$ cat src/rtl/cpu_mc_pkg.sv
// Shared opcode map and FSM state encoding for the multicycle core.
package cpu_mc_pkg;

  localparam logic [3:0] OP_ADD  = 4'h0;
  localparam logic [3:0] OP_SUB  = 4'h1;
  localparam logic [3:0] OP_SRL  = 4'h2;
  localparam logic [3:0] OP_SLL  = 4'h3;
  localparam logic [3:0] OP_OR   = 4'h4;
  localparam logic [3:0] OP_AND  = 4'h5;
  localparam logic [3:0] OP_NOT  = 4'h6;
  localparam logic [3:0] OP_XOR  = 4'h7;
  localparam logic [3:0] OP_JMP  = 4'h8;
  localparam logic [3:0] OP_BR   = 4'h9;
  localparam logic [3:0] OP_ST   = 4'hA;
  localparam logic [3:0] OP_LD   = 4'hB;
  localparam logic [3:0] OP_LI   = 4'hC;
  localparam logic [3:0] OP_LUI  = 4'hD;
  localparam logic [3:0] OP_NOP  = 4'hE;
  localparam logic [3:0] OP_HALT = 4'hF;

  typedef enum logic [2:0] {
    FETCH,
    DECODE,
    EXEC,
    MEM,
    WB,
    HALT
  } state_t;

endpackage

$ cat src/rtl/cpu_mc_alu.sv
// Combinational ALU for the eight register-register opcodes.
// Shifts take the full B operand; any amount of DW or more yields zero.
module cpu_mc_alu
  import cpu_mc_pkg::*;
#(
  parameter int DW = 16
) (
  input  logic [2:0]    op,
  input  logic [DW-1:0] a,
  input  logic [DW-1:0] b,
  output logic [DW-1:0] y,
  output logic          zero
);

  logic ovr;

  always_comb begin
    ovr = (b > DW'(DW - 1));
    y   = '0;
    case (op)
      OP_ADD[2:0]: y = a + b;
      OP_SUB[2:0]: y = a - b;
      OP_SRL[2:0]: y = ovr ? '0 : (a >> b);
      OP_SLL[2:0]: y = ovr ? '0 : (a << b);
      OP_OR[2:0]:  y = a | b;
      OP_AND[2:0]: y = a & b;
      OP_NOT[2:0]: y = ~a;
      OP_XOR[2:0]: y = a ^ b;
    endcase
    zero = (y == '0);
  end

endmodule

$ cat src/rtl/cpu_mc.sv
// Multicycle load/store core: one instruction in flight, FETCH-DECODE-EXEC-[MEM]-WB.
// Instruction and data ports hold their request until the memory returns ready.
module cpu_mc
  import cpu_mc_pkg::*;
#(
  parameter int DW   = 16,
  parameter int AW   = 16,
  parameter int NREG = 16
) (
  input  logic          CK,
  input  logic          RST,
  output logic [AW-1:0] IA,
  output logic          IREQ,
  input  logic          IRDY,
  input  logic [15:0]   ID,
  output logic [AW-1:0] DA,
  output logic          DREQ,
  output logic          DWE,
  output logic [DW-1:0] DWD,
  input  logic [DW-1:0] DRD,
  input  logic          DRDY,
  output logic          RETIRE,
  output logic          HALTED
);

  state_t        state, state_nxt;
  logic [AW-1:0] pc, npc, link;
  logic [15:0]   inst;
  logic [DW-1:0] rf [NREG];
  logic          flag;
  logic [DW-1:0] opa, opb, wb_val, wb_sel, lui_val, alu_y;
  logic          alu_zero;
  logic [3:0]    op, rc, ra, rb;
  logic [7:0]    imm;
  logic          is_alu, is_mem, rf_we, take;

  assign op  = inst[15:12];
  assign rc  = inst[11:8];
  assign ra  = inst[7:4];
  assign rb  = inst[3:0];
  assign imm = inst[7:0];

  cpu_mc_alu #(.DW(DW)) u_alu (
    .op   (op[2:0]),
    .a    (opa),
    .b    (opb),
    .y    (alu_y),
    .zero (alu_zero)
  );

  always_comb begin
    is_alu  = ~op[3];
    is_mem  = (op == OP_ST) || (op == OP_LD);
    rf_we   = is_alu || (op == OP_JMP) || (op == OP_LD) || (op == OP_LI) || (op == OP_LUI);
    take    = (op == OP_JMP) || ((op == OP_BR) && flag);
    lui_val = rf[rc];
    lui_val[15:8] = imm;
    wb_sel  = '0;
    case (op)
      OP_JMP:                      wb_sel = DW'(link);
      OP_LI:                       wb_sel = DW'(imm);
      OP_LUI:                      wb_sel = lui_val;
      OP_BR, OP_ST, OP_LD,
      OP_NOP, OP_HALT:             wb_sel = '0;
      default:                     wb_sel = alu_y;
    endcase
  end

  always_ff @(posedge CK) begin
    if (RST) state <= FETCH;
    else     state <= state_nxt;
  end

  always_comb begin
    state_nxt = state;
    case (state)
      FETCH:   if (IRDY) state_nxt = DECODE;
      DECODE:  state_nxt = EXEC;
      EXEC:    state_nxt = is_mem ? MEM : WB;
      MEM:     if (DRDY) state_nxt = WB;
      WB:      state_nxt = (op == OP_HALT) ? HALT : FETCH;
      HALT:    state_nxt = HALT;
      default: state_nxt = FETCH;
    endcase
  end

  always_comb begin
    IA     = pc;
    IREQ   = (state == FETCH) && !RST;
    RETIRE = (state == WB) && !RST;
    HALTED = (state == HALT);
  end

  // Datapath: operands are latched in DECODE and held until WB so the ALU
  // output (and its zero flag) is still valid at write-back.
  always_ff @(posedge CK) begin
    if (RST) begin
      pc     <= '0;
      npc    <= '0;
      link   <= '0;
      inst   <= '0;
      flag   <= 1'b0;
      opa    <= '0;
      opb    <= '0;
      wb_val <= '0;
      DREQ   <= 1'b0;
      DWE    <= 1'b0;
      DWD    <= '0;
      DA     <= '0;
      for (int i = 0; i < NREG; i++) rf[i] <= '0;
    end else begin
      case (state)
        FETCH: if (IRDY) inst <= ID;
        DECODE: begin
          opa  <= rf[ra];
          opb  <= rf[rb];
          link <= pc + AW'(1);
          npc  <= take ? rf[rb][AW-1:0] : pc + AW'(1);
        end
        EXEC: begin
          wb_val <= wb_sel;
          if (is_mem) begin
            DREQ <= 1'b1;
            DA   <= opa[AW-1:0];
            DWD  <= opb;
            DWE  <= (op == OP_ST);
          end
        end
        MEM: if (DRDY) begin
          DREQ <= 1'b0;
          if (!DWE) wb_val <= DRD;
        end
        WB: begin
          if (rf_we)  rf[rc] <= wb_val;
          if (is_alu) flag   <= alu_zero;
          pc <= npc;
        end
        default: ;
      endcase
    end
  end

endmodule

$ cat config.mk
export PLATFORM = sky130hd
export DESIGN_NAME = cpu_mc
export DESIGN_NICKNAME = d
export VERILOG_FILES = /design/src/rtl/cpu_mc_pkg.sv /design/src/rtl/cpu_mc_alu.sv /design/src/rtl/cpu_mc.sv
export SDC_FILE = /design/constraint.sdc
export NUM_CORES = 1
export LEC_CHECK = 0
export BUFFER_PORTS_ARGS = -buffer_cell sky130_fd_sc_hd__buf_4
export CAP_MARGIN = 0
export CORE_MARGIN = 4
export CORE_UTILIZATION = 40
export DETAILED_ROUTE_END_ITERATION = 16
export PLACE_DENSITY_LB_ADDON = 0.15
export SKIP_LAST_GASP = 1
export SLEW_MARGIN = 20
export SYNTH_ARGS = -nofsm -noshare
export SYNTH_HDL_FRONTEND = slang
export SYNTH_SLANG_ARGS = --single-unit
$ cat constraint.sdc
create_clock -name CK -period 8.69 [get_ports CK]
set_input_delay 1.738 -clock CK [delete_from_list [all_inputs] [get_ports CK]]
set_output_delay 1.738 -clock CK [all_outputs]
set_load 0.01 [all_outputs]
==> results summary <==
The effective utilization at floorplan is 40.5%. Among all cell types in the netlist, the one instantiated most often is sky130_fd_sc_hd__nand2_1. The worst path required time is 9.20 ns.

The average routed wire per standard cell is 29.4 µm. The overall power of the completed layout is 0.00652 W. The number of gates resized after CTS was 0. The via count of the first global-routing pass was 18096. The post-synthesis cell count came out at 2183. The final layout contains 2249 nets. The final routed wirelength across all metal layers is 87700 µm. Setup total negative slack on the finished layout was measured at 0 ns. A synthesized cell averages 11.3 µm². The relative area change from synthesis to final layout is 11.8%. Sequential elements use 44.2% of the synthesized area. The combinational share of power came out at 29.0%. The critical path arrival came out at 5.54 ns.

The nature of the critical path endpoint is a flip-flop. The number of antenna violations at the first check in global routing came out at 3. The startpoint type of the worst setup path is a flip-flop. Dividing total power by cell area gives a power density of 237 mW/mm². The worst supply voltage drop on vdd came out at 0.159 mV. The area share of the largest cell type after synthesis is 31.3%. The share of power burned in registers came out at 37.6%. The worst slew margin relative to its limit came out at 21.8%.

The total routing resource utilization after global routing came out at 26.2%. Ranked by total cell area, the synthesized netlist is headed by sky130_fd_sc_hd__edfxtp_1 31%, sky130_fd_sc_hd__mux4_2 20%, sky130_fd_sc_hd__dfxtp_1 13%, sky130_fd_sc_hd__and2_1 6.6%, sky130_fd_sc_hd__nand2_1 4.2%. The run finished with clean final reports. The wire length of the first global-routing pass is 128000 µm. The portion of total power attributed to the clock network is 33.5%.

The final cycle utilization of the critical path came out at 57.9%. The final cell utilization of the core is 45.3%. The count of flip-flops with a built-in enable after synthesis came out at 256. Routability-driven placement finished with a final weighted congestion of 0.970. The die is 256 µm tall.

The top-level I/O count is 89. The die is 256 µm wide. The slack of the critical path is 3.66 ns. The number of cells in the design after placement is 2894.

The cell area that synthesis handed to floorplanning was 0.0246 mm². The source-to-sink clock delay at the later pin of the worst-skew pair came out at 0.62 ns. The fraction of layout cells with a size suffix above 1 came out at 21.3%. The first detailed-routing pass took 5 iterations. The final-report setup violation count is 0.

Based on the critical path, the design can be clocked at up to 199 MHz. The placeable core region is 0.0606 mm². The worst hold path belongs to the class flip-flop to flip-flop. Setup repair after global routing left no endpoint under its margin. The type of the setup path with the least slack is flip-flop to flip-flop.

For the pin with the worst max-slew slack, the measured transition is 1.17 ns. In the synthesized netlist the async set-or-reset flop fraction comes to 0%. Clock skew on the completed layout was measured at 0.0335 ns. The post-DP HPWL is 61500 µm. The clock tree from TritonCTS is done. The number of nets handed over by synthesis was 2269. The total die area is 0.0654 mm². The unique cell type count in the Yosys netlist is 79. The residual overflow from global routing is 0. The number of hold buffers added after CTS was 0.

The static leakage is 9.47 nW. Buffers added to address setup during post-CTS repair amount to 0. The synthesis warning total is 0. The worst setup slack before clock tree synthesis is 3.81 ns.

The routed layout has 18326 vias. The maximum root-to-sink buffer count is 3. The tree built by TritonCTS fans out to 414 sinks. The deepest level of the CTS H-tree is 2. After layout, the minimum clock period comes to 5.03 ns.

The DRC violation count after routing came out at 0. Sorting the synthesized cells by how often they occur yields 277 x sky130_fd_sc_hd__nand2_1, 260 x sky130_fd_sc_hd__and2_1, 256 x sky130_fd_sc_hd__edfxtp_1. The most used flip-flop cell after synthesis is sky130_fd_sc_hd__edfxtp_1.

The routed via count divided by cell count came out at 6.14. The biggest area contributor in the post-synthesis netlist is sky130_fd_sc_hd__edfxtp_1. In this run the remaining antenna-violating nets after routing total 0. The pin count of the biggest net entering global routing came out at 71.

The biggest fanout along the worst timing path is 46. TritonCTS created 49 clock buffers. The number of slew-limit violations in the final report is 0. The initialized floorplan defines 90 standard-cell rows. The count of final hold-check violations came to 0.

The detailed router finished its first iteration with 1840 violations. Synthesis inferred 414 register bits. The root buffer cell chosen for the clock tree is sky130_fd_sc_hd__clkbuf_16.

The internal cell power came out at 0.00423 W. The switching part of the total came out at 35.2%. The max-capacitance violation count is 0.

The count of buffers from port buffering came out at 88. The switching power summed over all nets is 0.00229 W. The post-CTS clock slew at the launch and capture registers of the worst setup and hold paths came out at 0.06 ns.

The final standard cell count with taps included and fillers excluded is 2986.
[registers in the layout, indices dropped and copies added, names as in the netlist, 3 cells and up, named ones only]
signal  flops
rf        256
DA         16
DWD        16
IA         16
inst       16
link       16
npc        16
opa        16
opb        16
wb_val     16
state       3
[layout make-up]
cell class                 instances  area [µm²]
fill                            5644       33100
multi-input combinational       1527       12800
sequential                       414       10900
clock buffer                      68        1370
tap                              782         978
timing repair buffer             127         957
clock inverter                    22         312
inverter                          44         165
antenna                            2        5.00
[layout by cell type (no fill, tap or decap), types with 5 or more instances in the layout]
cell type	n
sky130_fd_sc_hd__a211oi_1	39
sky130_fd_sc_hd__a21oi_1	165
sky130_fd_sc_hd__a221oi_1	6
sky130_fd_sc_hd__a22oi_1	9
sky130_fd_sc_hd__a31oi_1	5
sky130_fd_sc_hd__and2_1	260
sky130_fd_sc_hd__and3_1	6
sky130_fd_sc_hd__buf_4	126
sky130_fd_sc_hd__bufinv_16	6
sky130_fd_sc_hd__clkbuf_1	13
sky130_fd_sc_hd__clkbuf_16	50
sky130_fd_sc_hd__clkbuf_8	5
sky130_fd_sc_hd__clkinv_2	7
sky130_fd_sc_hd__dfxtp_1	149
sky130_fd_sc_hd__dfxtp_2	7
sky130_fd_sc_hd__edfxtp_1	256
sky130_fd_sc_hd__ha_1	49
sky130_fd_sc_hd__inv_1	43
sky130_fd_sc_hd__mux2i_1	36
sky130_fd_sc_hd__mux4_2	220
sky130_fd_sc_hd__nand2_1	277
sky130_fd_sc_hd__nand2b_1	18
sky130_fd_sc_hd__nand3_1	36
sky130_fd_sc_hd__nand4_1	11
sky130_fd_sc_hd__nor2_1	110
sky130_fd_sc_hd__nor2b_1	9
sky130_fd_sc_hd__nor3_1	21
sky130_fd_sc_hd__o211ai_1	32
sky130_fd_sc_hd__o21ai_0	49
sky130_fd_sc_hd__o22ai_1	10
sky130_fd_sc_hd__or2_2	20
sky130_fd_sc_hd__xnor2_1	27
sky130_fd_sc_hd__xor2_1	11
[power groups by stage]
stage	registers (W)	logic [W]	clock network (W)
final	0.00245	0.00189	0.00218
after global routing	0.00246	0.00200	0.00229
after CTS	0.00245	0.00186	0.00221
after detailed placement	0.00249	0.00185	0
after global placement	0.00248	0.00185	0
after floorplan	0.00229	0.00137	0
[routing by layer]
layer / track usage, % / wire (µm) / share of wire [%] / vias up
met1: 34.7 / 35700 / 41 / 9332
met4: 9.84 / 3730 / 4.3 / 0
met3: 4.26 / 5890 / 6.7 / 181
met5: 0 / 0 / 0 / -
li1: - / - / - / 8068
met2: 43.6 / 42400 / 48 / 745
[worst paths after layout]
kind	depth (start not counted)	slack [ns]	end	startpoint
max	15	3.66	flag$_SDFFE_PP0P_	inst[14]$_SDFFE_PP0P_
min	2	0.45	DWD[13]$_SDFFE_PP0P_	DWD[13]$_SDFFE_PP0P_
max reg2reg	15	3.66	flag$_SDFFE_PP0P_	inst[14]$_SDFFE_PP0P_
min reg2reg	2	0.45	DWD[13]$_SDFFE_PP0P_	DWD[13]$_SDFFE_PP0P_
[metrics by stage]
step	area [µm²]	hold WS, ns
after global placement	25800	0.442
after global routing	27400	0.478
final	27500	0.452
after detailed placement	25800	0.446
after CTS	27400	0.456
after floorplan	24600	0.432
[critical path, stage by stage (launching register included)]
cell and delay [ns]:
sky130_fd_sc_hd__dfxtp_2 0.31, sky130_fd_sc_hd__buf_4 0.29, sky130_fd_sc_hd__nor2_1 0.76, sky130_fd_sc_hd__nand2_1 0.44, sky130_fd_sc_hd__nor2_1 0.20, sky130_fd_sc_hd__a21oi_1 0.09, sky130_fd_sc_hd__fa_1 0.44, sky130_fd_sc_hd__a211oi_1 0.49
sky130_fd_sc_hd__o21ai_0 0.25, sky130_fd_sc_hd__a21oi_1 0.31, sky130_fd_sc_hd__mux2i_1 0.11, sky130_fd_sc_hd__a211oi_1 0.44, sky130_fd_sc_hd__nand4b_1 0.19, sky130_fd_sc_hd__nor4b_2 0.25, sky130_fd_sc_hd__nand4_1 0.14, sky130_fd_sc_hd__o31ai_2 0.20
[logic make-up (layout without fill, tap and decap cells)]
family | Yosys count | in the layout | share of synthesized area (%)
XOR/XNOR | 38 | 38 | 1.35
multiplexers | 264 | 264 | 22.2
buffers and inverters | 242 | 261 | 3.86
other | 0 | 2 | 0
AO/OA/AOI/OAI | 374 | 374 | 9.51
adder cells (fa/ha/maj) | 50 | 50 | 2.58
AND/OR/NAND/NOR | 801 | 801 | 16.3
flip-flops | 414 | 414 | 44.2
No activity file was read; power rests on OpenSTA's default activity.
